<file path="config.mk">
export PLATFORM = sky130hd
export DESIGN_NAME = regfile_wb_arbiter
export DESIGN_NICKNAME = d
export VERILOG_FILES = /design/src/rtl/wb_pkg.sv /design/src/rtl/rr_arbiter.sv /design/src/rtl/regfile_wb_arbiter.sv
export SDC_FILE = /design/constraint.sdc
export NUM_CORES = 1
export LEC_CHECK = 0
export ABC_AREA = 1
export BUFFER_PORTS_ARGS = -buffer_cell sky130_fd_sc_hd__clkbuf_2
export CORE_MARGIN = 2
export CORE_UTILIZATION = 45
export CTS_CLUSTER_DIAMETER = 120
export DETAILED_ROUTE_END_ITERATION = 10
export PLACE_DENSITY = 0.77
export SKIP_CTS_REPAIR_TIMING = 1
export SYNTH_ARGS = -nofsm -noshare
export SYNTH_HDL_FRONTEND = slang
export SYNTH_SLANG_ARGS = --single-unit
</file>
<file path="constraint.sdc">
create_clock -name clk -period 3.65 [get_ports clk]
set_clock_uncertainty 0.2 [all_clocks]
set_input_delay 0.73 -clock clk [delete_from_list [all_inputs] [get_ports clk]]
set_output_delay 0.73 -clock clk [all_outputs]
set_load 0.01 [all_outputs]
</file>
<file path="src/rtl/wb_pkg.sv">
// Shared write-back definitions: write modes, default register count and the
// write/read overlap test that the sequencer also uses for its own stall logic.
package wb_pkg;

    localparam logic [1:0] WB_NONE = 2'b00;
    localparam logic [1:0] WB_BYTE = 2'b01;
    localparam logic [1:0] WB_PAIR = 2'b10;
    localparam logic [1:0] WB_RSVD = 2'b11;

    localparam int WB_NUM_REGS = 11;
    localparam int WB_RW       = 4;

    // Both sets are contiguous ranges, so an interval intersection test suffices.
    // An even read index covers the pair {idx, idx+1}; an odd one covers {idx}.
    function automatic logic regs_overlap(input logic [WB_RW-1:0] wr_idx,
                                          input logic [1:0]       wr_mode,
                                          input logic [WB_RW-1:0] rd_idx);
        logic [WB_RW:0] one;
        logic [WB_RW:0] w_lo;
        logic [WB_RW:0] w_hi;
        logic [WB_RW:0] r_lo;
        logic [WB_RW:0] r_hi;
        one  = (WB_RW+1)'(1);
        w_lo = {1'b0, wr_idx};
        w_hi = (wr_mode == WB_PAIR) ? w_lo + one : w_lo;
        r_lo = {1'b0, rd_idx};
        r_hi = rd_idx[0] ? r_lo : r_lo + one;
        if (wr_mode != WB_BYTE && wr_mode != WB_PAIR) begin
            return 1'b0;
        end
        return (w_lo <= r_hi) && (r_lo <= w_hi);
    endfunction

endpackage

</file>
<file path="src/rtl/rr_arbiter.sv">
// Round-robin arbiter: one-hot grant searching upward from a rotating pointer.
// The pointer moves past the winner only when the grant is actually taken (en).
module rr_arbiter #(
    parameter  int N  = 3,
    localparam int PW = (N > 1) ? $clog2(N) : 1
) (
    input  logic          clk,
    input  logic          rst,
    input  logic [N-1:0]  req,
    input  logic          en,
    output logic [N-1:0]  grant,
    output logic [PW-1:0] grant_idx,
    output logic          any
);

    logic [PW-1:0] ptr;

    always_comb begin
        logic [PW-1:0] idx;
        grant     = '0;
        grant_idx = '0;
        any       = 1'b0;
        idx       = '0;
        for (int k = 0; k < N; k++) begin
            idx = PW'((int'(ptr) + k) % N);
            if (!any && req[idx]) begin
                any        = 1'b1;
                grant[idx] = 1'b1;
                grant_idx  = idx;
            end
        end
    end

    always_ff @(posedge clk or posedge rst) begin
        if (rst) begin
            ptr <= '0;
        end else if (en && any) begin
            ptr <= (grant_idx == PW'(N-1)) ? '0 : grant_idx + PW'(1);
        end
    end

endmodule

</file>
<file path="src/rtl/regfile_wb_arbiter.sv">
// Write-back arbiter in front of the regfile's single write port: round-robin
// grant, legality filter, registered write stage and read-after-write hazard flags.
module regfile_wb_arbiter
    import wb_pkg::*;
#(
    parameter int N_REQ    = 3,
    parameter int NUM_REGS = WB_NUM_REGS,
    parameter int RW       = WB_RW,
    parameter int DW       = 16
) (
    input  logic                clk,
    input  logic                rst,
    input  logic [N_REQ-1:0]    req_valid,
    output logic [N_REQ-1:0]    req_ready,
    input  logic [N_REQ*RW-1:0] req_reg,
    input  logic [N_REQ*2-1:0]  req_mode,
    input  logic [N_REQ*DW-1:0] req_data,
    input  logic                wb_hold,
    output logic                writeReg,
    output logic [1:0]          writeFlag,
    output logic [RW-1:0]       wrReg,
    output logic [DW-1:0]       wrData,
    input  logic [RW-1:0]       rdReg1,
    input  logic [RW-1:0]       rdReg2,
    output logic                rd_hazard1,
    output logic                rd_hazard2,
    output logic                err_illegal
);

    localparam int            SW      = (N_REQ > 1) ? $clog2(N_REQ) : 1;
    localparam logic [RW:0]   REG_LIM = (RW+1)'(NUM_REGS);

    logic [N_REQ-1:0] grant;
    logic [SW-1:0]    sel;
    logic             any_req;
    logic             xfer;

    logic [RW-1:0]    sel_reg;
    logic [1:0]       sel_mode;
    logic [DW-1:0]    sel_data;
    logic [RW:0]      sel_reg_ext;
    logic             sel_illegal;

    rr_arbiter #(.N(N_REQ)) u_rr (
        .clk       (clk),
        .rst       (rst),
        .req       (req_valid),
        .en        (~wb_hold),
        .grant     (grant),
        .grant_idx (sel),
        .any       (any_req)
    );

    assign req_ready = wb_hold ? '0 : grant;
    assign xfer      = any_req & ~wb_hold;

    always_comb begin
        sel_reg  = req_reg[sel*RW +: RW];
        sel_mode = req_mode[sel*2 +: 2];
        sel_data = req_data[sel*DW +: DW];
    end

    // A pair write needs an even index and a valid partner register above it.
    always_comb begin
        sel_reg_ext = {1'b0, sel_reg};
        sel_illegal = 1'b0;
        if (sel_reg_ext >= REG_LIM) begin
            sel_illegal = 1'b1;
        end
        if (sel_mode == WB_RSVD) begin
            sel_illegal = 1'b1;
        end
        if (sel_mode == WB_PAIR &&
            (sel_reg[0] || (sel_reg_ext + (RW+1)'(1)) >= REG_LIM)) begin
            sel_illegal = 1'b1;
        end
    end

    // Under hold the stage is frozen as-is; the write strobe only re-arms on a grant.
    always_ff @(posedge clk or posedge rst) begin
        if (rst) begin
            writeReg    <= 1'b0;
            writeFlag   <= WB_NONE;
            wrReg       <= '0;
            wrData      <= '0;
            err_illegal <= 1'b0;
        end else if (wb_hold) begin
            err_illegal <= 1'b0;
        end else if (xfer) begin
            err_illegal <= sel_illegal;
            writeReg    <= ~sel_illegal & (sel_mode != WB_NONE);
            if (!sel_illegal) begin
                writeFlag <= sel_mode;
                wrReg     <= sel_reg;
                wrData    <= sel_data;
            end
        end else begin
            writeReg    <= 1'b0;
            err_illegal <= 1'b0;
        end
    end

    assign rd_hazard1 = writeReg & regs_overlap(wrReg, writeFlag, rdReg1);
    assign rd_hazard2 = writeReg & regs_overlap(wrReg, writeFlag, rdReg2);

endmodule

</file>
; ---- After elaboration in Yosys (flattened, before gate mapping)
; Index checks and enable logic that the tools add are counted.
[totals]
ff_bits = 26
inputBits = 80
output_inout_bits = 29
[classes]
add_sub_neg = 7
div = 3
order_cmp = 12
n_eq_ne = 6
shift = 3
muxes = 36
bitwise = 8
n_reduce_logical = 15
[ops]
columns = cell, n
row1 = "remainder unit 32 x 3 -> 32 bit, second input constant", 2
row2 = indexed part select 48 x 7 -> 16 bit, 1
row3 = "remainder unit 3 x 3 -> 32 bit, second input constant", 1
row4 = "adder 4 x 1 -> 5 bit, second input constant", 4
row5 = <= comparator 4 x 5 -> 1 bit, 4
row6 = 2-to-1 mux 1 bit, 19
row7 = 2-to-1 mux 5 bit, 3
row8 = 2-to-1 mux 3 bit, 4
row9 = indexed part select 12 x 5 -> 4 bit, 1
row10 = logical AND 1 bit, 10
row11 = "less-than comparator 2 x 3 -> 1 bit, second input constant", 3
row12 = "== test 2 bit, second input constant", 4
row13 = 2-to-1 mux 2 bit, 4
row14 = binary-select mux 1 bit (select 2 bit), 3
row15 = demux 1 bit (select 2 bit), 3
row16 = ">= comparator 2 x 1 -> 1 bit, second input constant", 3
row17 = bitwise OR 3 bit, 2
row18 = indexed part select 6 x 4 -> 2 bit, 1
row19 = ">= comparator 5 x 4 -> 1 bit, second input constant", 1
row20 = bitwise AND 1 bit, 4
row21 = ">= comparator 4 bit, second input constant", 1
row22 = "adder 2 x 1 -> 3 bit, second input constant", 1
row23 = "adder 2 x 2 -> 3 bit, second input constant", 1
row24 = AND reduction 3 bit, 1
row25 = 7 further kinds, 9

; ---- Depth between registers and ports, before layout
; Gate-level depths: netlist of run 1.
[logic_depth]
depth_word = 19
ltp_mapped = 25

; ---- Cells and area by module
; From an unflattened synthesis of run 1, not the netlist that was laid out.
[unflattened]
cells_unflattened = 363
area_unflattened_um2 = 2393.5
[by_module_without_submodules]
columns = module, n_inst, cells_per_inst, area_per_inst_um2, seq_area_each_um2
row1 = regfile_wb_arbiter, 1, 296, 2019.4, 600.6
row2 = rr_arbiter, 1, 67, 374.1, 50.0

; ---- Worst setup path after synthesis of run 1
; Ideal clock, no wire load.
[synth_timing]
kind = input port to flip-flop
from = input req_valid[2]
to = register writeFlag[1]
setup_ns = 0.118
t_arrival_ns = 2.741
slack_ns = 0.591
stages = 20
n_path_buf = 3
path_cell_list = inv_1 -> o21ai_2 -> nand2_4 -> nand2_2 -> nand2_2 -> nand2_4 -> nand2_4 -> inv_2 -> buf_2 -> buf_2 -> nand3_1 -> o21ai_1 -> ha_1 -> nand2_1 -> nand2_1 -> nand2_1 -> nand2_2 -> buf_2 -> nand4_1 -> nand2_1
[synth_between]
elab_chain_cells = 17
word_cells_on_any_way = 31
classes_between = 1 x add/sub / 2 x order compare / 2 x eq/ne / 2 x shift / 15 x mux / 2 x bitwise / 7 x reduce/logical
[synth_rtl]
columns = item, line
row1 = "start, declared", regfile_wb_arbiter.sv:13  ; input logic [N_REQ-1:0] req_valid,
row2 = binary-select mux 1 bit (select 2 bit), rr_arbiter.sv:26  ; if (!any && req[idx]) begin
row3 = 2-to-1 mux 1 bit (implied by the code), rr_arbiter.sv:26
row4 = 2-to-1 mux 1 bit, rr_arbiter.sv:26
row5 = zero test 1 bit, rr_arbiter.sv:26
row6 = logical AND 1 bit, rr_arbiter.sv:26
row7 = 2-to-1 mux 1 bit, rr_arbiter.sv:26
row8 = zero test 1 bit, rr_arbiter.sv:26
row9 = logical AND 1 bit, rr_arbiter.sv:26
row10 = [2 not listed], n/a
row11 = net sel_reg[1], regfile_wb_arbiter.sv:38  ; logic [RW-1:0] sel_reg;
row12 = adder 4 x 1 -> 5 bit, regfile_wb_arbiter.sv:74  ; (sel_reg[0] || (sel_reg_ext + (RW+1)'(1)) >= REG_LIM)) begin
row13 = >= comparator 5 x 4 -> 1 bit, regfile_wb_arbiter.sv:74
row14 = logical OR 1 bit, regfile_wb_arbiter.sv:74
row15 = logical AND 1 bit, regfile_wb_arbiter.sv:73  ; if (sel_mode == WB_PAIR &&
row16 = 2-to-1 mux 1 bit (*), regfile_wb_arbiter.sv:73
row17 = inverter 1 bit (no line) (*), n/a
row18 = AND reduction 3 bit (no line) (*), n/a
row19 = "end signal, assigned", regfile_wb_arbiter.sv:93  ; writeFlag <= sel_mode;
row20 = "end, declared", regfile_wb_arbiter.sv:20  ; output logic [1:0] writeFlag,
; Mark *: on every way through the listed nets, which the timed path passes. The rest lies on a longest branch. The select of a mux whose other input is x is not followed.
; A chain may end at the register's enable or synchronous reset.

; ---- Worst setup path in the final report of run 1
[layout_timing]
from = register u_rr.ptr[0]
to = register wrReg[3]
[layout_between]
elab_chain_cells = 18
word_cells_on_any_way = 36
classes_between = 3 x add/sub / 3 x div / 2 x order compare / 2 x eq/ne / 2 x shift / 15 x mux / 2 x bitwise / 7 x reduce/logical
[layout_rtl]
columns = item, line
row1 = "start, declared", rr_arbiter.sv:16  ; logic [PW-1:0] ptr;
row2 = "start signal, assigned", rr_arbiter.sv:38  ; ptr <= (grant_idx == PW'(N-1)) ? '0 : grant_idx + PW'(1);
row3 = branches (longest 9 deep; another with remainder unit 32 x 3 -> 32 bit), n/a
row4 = 2-to-1 mux 2 bit (*), rr_arbiter.sv:26
row5 = indexed part select 12 x 5 -> 4 bit (*), regfile_wb_arbiter.sv:58  ; sel_reg = req_reg[sel*RW +: RW];
row6 = net sel_reg[0], regfile_wb_arbiter.sv:38
row7 = adder 4 x 1 -> 5 bit, regfile_wb_arbiter.sv:74
row8 = >= comparator 5 x 4 -> 1 bit, regfile_wb_arbiter.sv:74
row9 = logical OR 1 bit, regfile_wb_arbiter.sv:74
row10 = logical AND 1 bit, regfile_wb_arbiter.sv:73
row11 = 2-to-1 mux 1 bit (*), regfile_wb_arbiter.sv:73
row12 = inverter 1 bit (no line) (*), n/a
row13 = AND reduction 3 bit (no line) (*), n/a
row14 = "end signal, assigned", regfile_wb_arbiter.sv:94  ; wrReg <= sel_reg;
row15 = "end, declared", regfile_wb_arbiter.sv:21  ; output logic [RW-1:0] wrReg,
; Mark *: on every way through the listed nets, which the timed path passes. The select of a mux whose other input is x is not followed.

==> results.toml, run 1 <==
[logic_synthesis]
synth-async-reset-ratio_pct = 100
syn-mean-instance-area_um2 = 6.91
synth.largest_area_cell = "sky130_fd_sc_hd__dfrtp_1"
synth_ff_type = "sky130_fd_sc_hd__dfrtp_1"
warnings_from_yosys = 0
post_synth_inst_count = 350
yosysTopAreaCellShare_pct = 26.9
synthesis_stage_register_bit_count = 26
synth_enable_flop_cells = 0
yosysMostFrequentCell = "sky130_fd_sc_hd__nand2_1"
synth_common_cells = "sky130_fd_sc_hd__nand2_1 (98), sky130_fd_sc_hd__inv_1 (31), sky130_fd_sc_hd__nand4_1 (29)"
mappedNetlistArea_mm2 = 0.00242
synthesis.nets = 452
synth_top_cells_by_area = "sky130_fd_sc_hd__dfrtp_1 (27%), sky130_fd_sc_hd__nand2_1 (15%), sky130_fd_sc_hd__ha_1 (11%), sky130_fd_sc_hd__nand4_1 (7.5%), sky130_fd_sc_hd__o21ai_0 (5.6%)"
seq_area_frac_synth_pct = 26.9
post_synth_num_cell_types = 33

[setup_path]
startpoint = "u_rr.ptr[0]$_DFFE_PP0P_"
crit-reg2reg-launch = "u_rr.ptr[0]$_DFFE_PP0P_"
crit_slowest_cell = "sky130_fd_sc_hd__dfrtp_1"
worstPathRequired_ns = 3.62
start_kind = "flop"
rr_endpoint = "wrReg[3]$_DFFE_PP0P_"
r2r.worst_path.cells = 20
worst_setup_slack_for_register_to_register_paths_ns = 0.30
cp_data_arrival_time_ns = 3.32
crit_fanout = 14
crit_type = "reg -> reg"
path_cells = "inv_1 -> ha_2 -> inv_2 -> nand2_1 -> nand3_1 -> nand2_1 -> nand4_1 -> nand2_1 -> buf_4 -> nand2_1 -> nand2_2 -> inv_1 -> ha_1 -> nand2_1 -> nand2_1 -> nand2_1 -> nand2_4 -> buf_4 -> nand4_1 -> nand2_1"
worst_path_largest_cell_delay_ns = 0.40
critical_path_sink_type = "flop"
path_common_cell = "sky130_fd_sc_hd__nand2_1"

[route]
postRouteWirelength_um = 6890
ant_nets = 0
drc_violation_count_after_routing = 0
via_per_inst = 5.33
detailedRoute.firstPassIterationCount = 5
first_iter_violations = 209
vias = 2799
drt-wirelength-per-cell_um = 13.1

[clock_network]
clk-insertion-delay-late_ns = 0.27
cts.root.buffer_cell = "sky130_fd_sc_hd__clkbuf_8"
cts.clk_slew.worst_paths_ns = 0.09
clock_tree_from_tritoncts = "done"
cts-root-to-sink-buffers = 2
clock-sinks = 26
tritoncts.num_buffers = 3
htreeDepth = 1

[timing]
period_share_pct = 91.7
finalCriticalPeriod_ns = 3.35
max_slew_margin_pct = 34.8
setup-violations-final = 0
fin_worst_hold_slack_ns = 0.278
finalMaxSlewViolations = 0
worst-slew-pin-transition_ns = 0.978
hold_viol = 0
max_freq_mhz = 299
totalNegativeSetupSlack_ns = 0

[placed_design]
hpwl_um = 5420
port-buffer-count = 108
dpl.cell_count = 520
finalWeightedCongestion = 0.812

[floorplanning]
die_footprint_mm2 = 0.00598
num_rows = 26
core_mm2 = 0.00514
num_io_pins = 109
die_h_um = 77.3
fp.dieW_um = 77.3
starting_density_pct = 47.1

[min_path]
holdPathStages = 2
timing.hold.worst.start = "wrData[7]$_DFFE_PP0P_"
classification_of_the_worst_slack_hold_path = "reg -> reg"
holdPathEnd = "wrData[7]$_DFFE_PP0P_"

[grt]
globalRouteTotalUtil_pct = 23.7
largest_net_degree_at_the_start_of_global_routing = 27
grt_pass1_wl_um = 11800
first_global_vias = 2620
overflow = 0
antenna_found_initial = 0

[cells_and_area]
post_route_cells_drive_above_1_share_pct = 31.9
n_fill_cell = 513
antenna-diode-count = 0
layout.nets = 558
area_growth_pct = 28.9
final_cells = 525

[run_status]
outcome = "finished, final reports clean"

[pwr]
irDropWorstVdd_uv = 630
p_leak_uw = 0.00175
pwr_density_cell_mw_per_mm2 = 1200

[flow_run]
cap_violations = 0
## per-stage QoR
step	total power [uW]	worst slack [ns]	area (um^2)	util [%]
global route	4220	-0.00485	3120	60.7
finish	3760	0.301	3120	60.7
global placement	3310	0.179	3010	58.5
detailed placement	3380	0.129	3010	58.5
CTS	3630	0.103	3080	59.9
floorplan	2740	0.591	2420	-
## state kept, by name, summed over array words and instances (netlist names)
name         flops
wrData          16
u_rr.ptr         2
writeReg         1
wrReg            4
writeFlag        2
err_illegal      1
## cell type report
class / instances / area (um^2) / share of cell area [%]
tap: 70 / 87.6 / 2.81
multi-input combinational: 272 / 1560 / 50.2
clock buffer: 3 / 41.3 / 1.32
clock inverter: 1 / 30.0 / 0.963
sequential: 26 / 651 / 20.9
timing repair buffer: 116 / 601 / 19.3
inverter: 37 / 144 / 4.61
## worst max-delay path: cells and delay by family, from the launching register on
family,cells,cell delay [ns]
AND/OR/NAND/NOR,13,1.29
buffers and inverters,5,0.68
adder cells (fa/ha/maj),2,0.68
flip-flops,1,0.40
## report_power, final
| group | total (uW) | internal, uW | switching, uW |
|---|---|---|---|
| Combinational | 2950 | 1010 | 1940 |
| Clock | 241 | 147 | 94.3 |
| Sequential | 563 | 444 | 119 |
| Total | 3760 | 1600 | 2150 |
## worst max-delay path by stage
stage	to	slack (ns)	cells after the start
floorplan	writeFlag[1]$_DFFE_PP0P_	0.59	20
global placement	wrReg[3]$_DFFE_PP0P_	0.18	19
detailed placement	wrReg[3]$_DFFE_PP0P_	0.13	19
CTS	wrReg[3]$_DFFE_PP0P_	0.10	20
global route	wrReg[0]$_DFFE_PP0P_	-0.005	19
finish	wrReg[3]$_DFFE_PP0P_	0.30	20
## kinds of logic after synthesis
family / after synthesis / synth area share, %
buffers and inverters: 53 / 9.88
muxes: 1 / 0.414
adders and majority gates: 22 / 11.4
and+or+nand+nor: 185 / 36.5
AOI/OAI and AO/OA: 60 / 13.9
xor gates and xnor gates: 3 / 1.09
DFF: 26 / 26.9
## cell usage in the layout, fill, tap and decap left out, drive strengths merged
cell      n
clkinv    1
nor3      2
a21oi     9
bufinv    1
buf       8
nand4    30
o22ai     3
inv      36
o211ai    2
nor2     22
ha       22
xor2      3
a31oi     3
clkbuf  111
nand2   107
a32o      1
nand3b    2
o21ai    41
nand3    23
dfrtp    26
a221oi    1
mux2i     1
## routing by layer
layer | global-route usage, % | up-vias | share of wire, %
met5 | 0 | - | 0
met4 | 4.46 | 0 | 1.3
met3 | 4.07 | 11 | 6.9
met2 | 40.4 | 109 | 48
met1 | 31.9 | 1279 | 44
li1 | - | 1400 | -
Note: power is estimated with default switching activity, not from simulation.
==> inputs of run 2 (changes only) <==
--- a/config.mk
+++ b/config.mk
@@ -5,7 +5,6 @@
 export SDC_FILE = /design/constraint.sdc
 export NUM_CORES = 1
 export LEC_CHECK = 0
-export ABC_AREA = 1
 export BUFFER_PORTS_ARGS = -buffer_cell sky130_fd_sc_hd__clkbuf_2
 export CORE_MARGIN = 2
 export CORE_UTILIZATION = 45
==> run 2 against run 1 <==
Effect of this change:
- the flow now finishes with violations (negative setup slack)
- sequential power up 2%
- power shrank 1.9%
- non-clock buffer count grew 23
- first-iteration DRC count shrank 45%
- clock power decreased by 24%
- critical path depth down 5
- global-route usage shrank 3.9 points
- hold slack improved by 0.043 ns
==> results.toml, run 2 <==
[logic_synthesis]
seq_area_frac_synth_pct = 26.2
synth_enable_flop_cells = 0
mappedNetlistArea_mm2 = 0.00248
synth.largest_area_cell = "sky130_fd_sc_hd__dfrtp_1"
synthesis_stage_register_bit_count = 26
warnings_from_yosys = 0
synth_common_cells = "sky130_fd_sc_hd__dfrtp_1 (26), sky130_fd_sc_hd__nand2_1 (24), sky130_fd_sc_hd__mux2i_1 (23), sky130_fd_sc_hd__o21ai_0 (23), sky130_fd_sc_hd__ha_1 (22)"
synthesis.nets = 352
syn-mean-instance-area_um2 = 9.92
synth_ff_type = "sky130_fd_sc_hd__dfrtp_1"
synth-async-reset-ratio_pct = 100
yosysMostFrequentCell = "sky130_fd_sc_hd__dfrtp_1"
post_synth_num_cell_types = 48
synth_top_cells_by_area = "sky130_fd_sc_hd__dfrtp_1 (26%), sky130_fd_sc_hd__mux2_4 (13%), sky130_fd_sc_hd__ha_1 (11%), sky130_fd_sc_hd__mux2i_1 (9.3%), sky130_fd_sc_hd__o21ai_0 (4.6%)"
yosysTopAreaCellShare_pct = 26.2
post_synth_inst_count = 250

[grt]
overflow = 0
first_global_vias = 2231
largest_net_degree_at_the_start_of_global_routing = 36
globalRouteTotalUtil_pct = 19.8
grt_pass1_wl_um = 9910
antenna_found_initial = 0

[floorplanning]
fp.dieW_um = 78.2
starting_density_pct = 45.9
core_mm2 = 0.00541
die_h_um = 78.2
num_io_pins = 109
num_rows = 27
die_footprint_mm2 = 0.00612

[setup_path]
crit-reg2reg-launch = "u_rr.ptr[0]$_DFFE_PP0P_"
cp_data_arrival_time_ns = 3.64
rr_endpoint = "wrData[2]$_DFFE_PP0P_"
start_kind = "flop"
worst_setup_slack_for_register_to_register_paths_ns = -0.03
r2r.worst_path.cells = 15
startpoint = "u_rr.ptr[0]$_DFFE_PP0P_"
critical_path_sink_type = "flop"
crit_type = "reg -> reg"
worstPathRequired_ns = 3.61
crit_fanout = 7
timing.critical_path.to = "wrData[2]$_DFFE_PP0P_"

[timing]
max_freq_mhz = 272
postLayoutSetupSlackWorst_ns = -0.0322
period_share_pct = 101
finalCriticalPeriod_ns = 3.68
max_slew_margin_pct = 36.6
worst-slew-pin-transition_ns = 0.950
setup-violations-final = 15
finalMaxSlewViolations = 0
rsz_0062_raised_after_global_routing = "yes"
hold_viol = 0

[route]
vias = 2353
first_iter_violations = 115
drt-wirelength-per-cell_um = 13.9
drc_violation_count_after_routing = 0
ant_nets = 0
postRouteWirelength_um = 6330
detailedRoute.firstPassIterationCount = 4
via_per_inst = 5.18

[pwr]
p_seq_share_pct = 15.6
netSwitchingFraction_pct = 43.0
clockPowerShare_pct = 5.0
irDropWorstVdd_uv = 602
power.net_switching_uw = 1590
combinationalPowerShare_pct = 79.4
p_leak_uw = 0.00185
p_int_uw = 2100
pwr_density_cell_mw_per_mm2 = 1060

[cells_and_area]
antenna-diode-count = 0
final_cells = 454
utilization_pct = 64.6
layout_common_cells = "sky130_fd_sc_hd__clkbuf_2 (109), sky130_fd_sc_hd__buf_4 (25), sky130_fd_sc_hd__nand2_1 (24), sky130_fd_sc_hd__dfrtp_1 (24), sky130_fd_sc_hd__mux2_4 (23)"
area_growth_pct = 40.8
regs_by_ff_count = "wrData (16), wrReg (4)"
largest_register = "wrData"
post_route_cells_drive_above_1_share_pct = 50.5
mostFrequentLayoutCell = "sky130_fd_sc_hd__clkbuf_2"
layout.nets = 485
largest_register_ffs = 16

[clock_network]
cts.root.buffer_cell = "sky130_fd_sc_hd__clkbuf_8"
htreeDepth = 1
clk-insertion-delay-late_ns = 0.27
cts-root-to-sink-buffers = 2
tritoncts.num_buffers = 3
clock-sinks = 26
clock_tree_from_tritoncts = "done"
cts.clk_slew.worst_paths_ns = 0.09

[placed_design]
hpwl_um = 5110
finalWeightedCongestion = 0.841
dpl.cell_count = 443
port-buffer-count = 108

[flow_run]
cap_violations = 0

[min_path]
classification_of_the_worst_slack_hold_path = "reg -> reg"

[run_status]
outcome = "finished, violations left"
failing_checks = "negative setup slack"
[run 2: changes by cell type after synthesis, moves of 6 or more]
| cell | before | now |
|---|---|---|
| sky130_fd_sc_hd__nand2_2 | 6 | 0 |
| sky130_fd_sc_hd__mux2i_1 | 1 | 23 |
| sky130_fd_sc_hd__o21ai_1 | 12 | 2 |
| sky130_fd_sc_hd__nand3_1 | 19 | 0 |
| sky130_fd_sc_hd__mux2_4 | 0 | 21 |
| sky130_fd_sc_hd__inv_1 | 31 | 15 |
| sky130_fd_sc_hd__nand2_1 | 98 | 24 |
| sky130_fd_sc_hd__nand4_1 | 29 | 5 |
| sky130_fd_sc_hd__nor2_1 | 22 | 6 |
[run 2: final cells by class]
class | instances | area [um^2]
fillers | 453 | 1910
multi-input cells | 198 | 1820
repair buffers | 139 | 812
flip-flops and latches | 26 | 653
well taps | 72 | 90.1
inverters | 15 | 56.3
clock buffers | 4 | 55.1
[run 2: cell families (layout without fill, tap and decap cells)]
| logic type | Yosys count | after routing | share of synthesized area, % |
|---|---|---|---|
| AO/OA/AOI/OAI | 62 | 62 | 17.3 |
| AND/OR/NAND/NOR | 62 | 62 | 13.8 |
| multiplexers | 49 | 49 | 25.2 |
| flip-flops | 26 | 26 | 26.2 |
| buffers and inverters | 26 | 158 | 5.30 |
| adder cells (fa/ha/maj) | 22 | 22 | 11.1 |
| XOR/XNOR | 3 | 3 | 1.06 |
[run 2: through the flow]
step | area [um^2] | hold slack, ns | power (uW) | setup TNS (ns) | setup slack [ns]
4_1_cts | 3360 | 0.324 | 3480 | -0.145 | -0.0165
5_1_grt | 3490 | 0.341 | 4000 | -2.55 | -0.148
3_5_place_dp | 3300 | 0.296 | 3290 | -2.73 | -0.155
2_1_floorplan | 2570 | 0.326 | 2520 | -0.0622 | -0.00777
6_report | 3490 | 0.321 | 3690 | -0.236 | -0.0322
3_3_place_gp | 3300 | 0.297 | 3200 | -1.45 | -0.0855
[run 2: how the worst min path moves through the flow]
stage | start | to | slack, ns | depth (start not counted)
3_3_place_gp | wrData[2]$_DFFE_PP0P_ | wrData[2]$_DFFE_PP0P_ | 0.30 | 1
6_report | wrData[9]$_DFFE_PP0P_ | wrData[9]$_DFFE_PP0P_ | 0.32 | 1
2_1_floorplan | writeReg$_DFFE_PP0N_ | writeReg$_DFFE_PP0N_ | 0.33 | 2
5_1_grt | wrData[2]$_DFFE_PP0P_ | wrData[2]$_DFFE_PP0P_ | 0.34 | 1
4_1_cts | wrData[14]$_DFFE_PP0P_ | wrData[14]$_DFFE_PP0P_ | 0.32 | 1
3_5_place_dp | wrData[2]$_DFFE_PP0P_ | wrData[2]$_DFFE_PP0P_ | 0.30 | 1
[run 2: power groups by stage]
| stage | sequential, uW | clock, uW | combinational (uW) |
|---|---|---|---|
| after CTS | 574 | 188 | 2720 |
| after detailed placement | 575 | 0 | 2710 |
| after global routing | 599 | 202 | 3200 |
| after global placement | 575 | 0 | 2620 |
| after floorplan | 606 | 0 | 1920 |
| final | 574 | 184 | 2930 |
[run 2: worst max-delay path: stages (launching register included)]
cell and delay [ns]:
sky130_fd_sc_hd__dfrtp_2 0.46, sky130_fd_sc_hd__inv_2 0.10, sky130_fd_sc_hd__ha_4 0.23, sky130_fd_sc_hd__buf_4 0.14
sky130_fd_sc_hd__nand3b_1 0.09, sky130_fd_sc_hd__o21ai_1 0.10, sky130_fd_sc_hd__nor3_1 0.39, sky130_fd_sc_hd__or3_1 0.24
sky130_fd_sc_hd__mux2_4 0.34, sky130_fd_sc_hd__inv_2 0.07, sky130_fd_sc_hd__ha_4 0.19, sky130_fd_sc_hd__a221oi_4 0.29
sky130_fd_sc_hd__o21ai_2 0.12, sky130_fd_sc_hd__nand3_4 0.14, sky130_fd_sc_hd__clkbuf_16 0.18, sky130_fd_sc_hd__mux2_4 0.29
[run 2: layer usage]
layer	routed length, um	global-route usage [%]	vias up
met1	2710	25.4	1090
met2	3330	34.7	59
met3	243	3.33	7
met5	0	0	-
met4	52	4.91	0
li1	-	-	1197
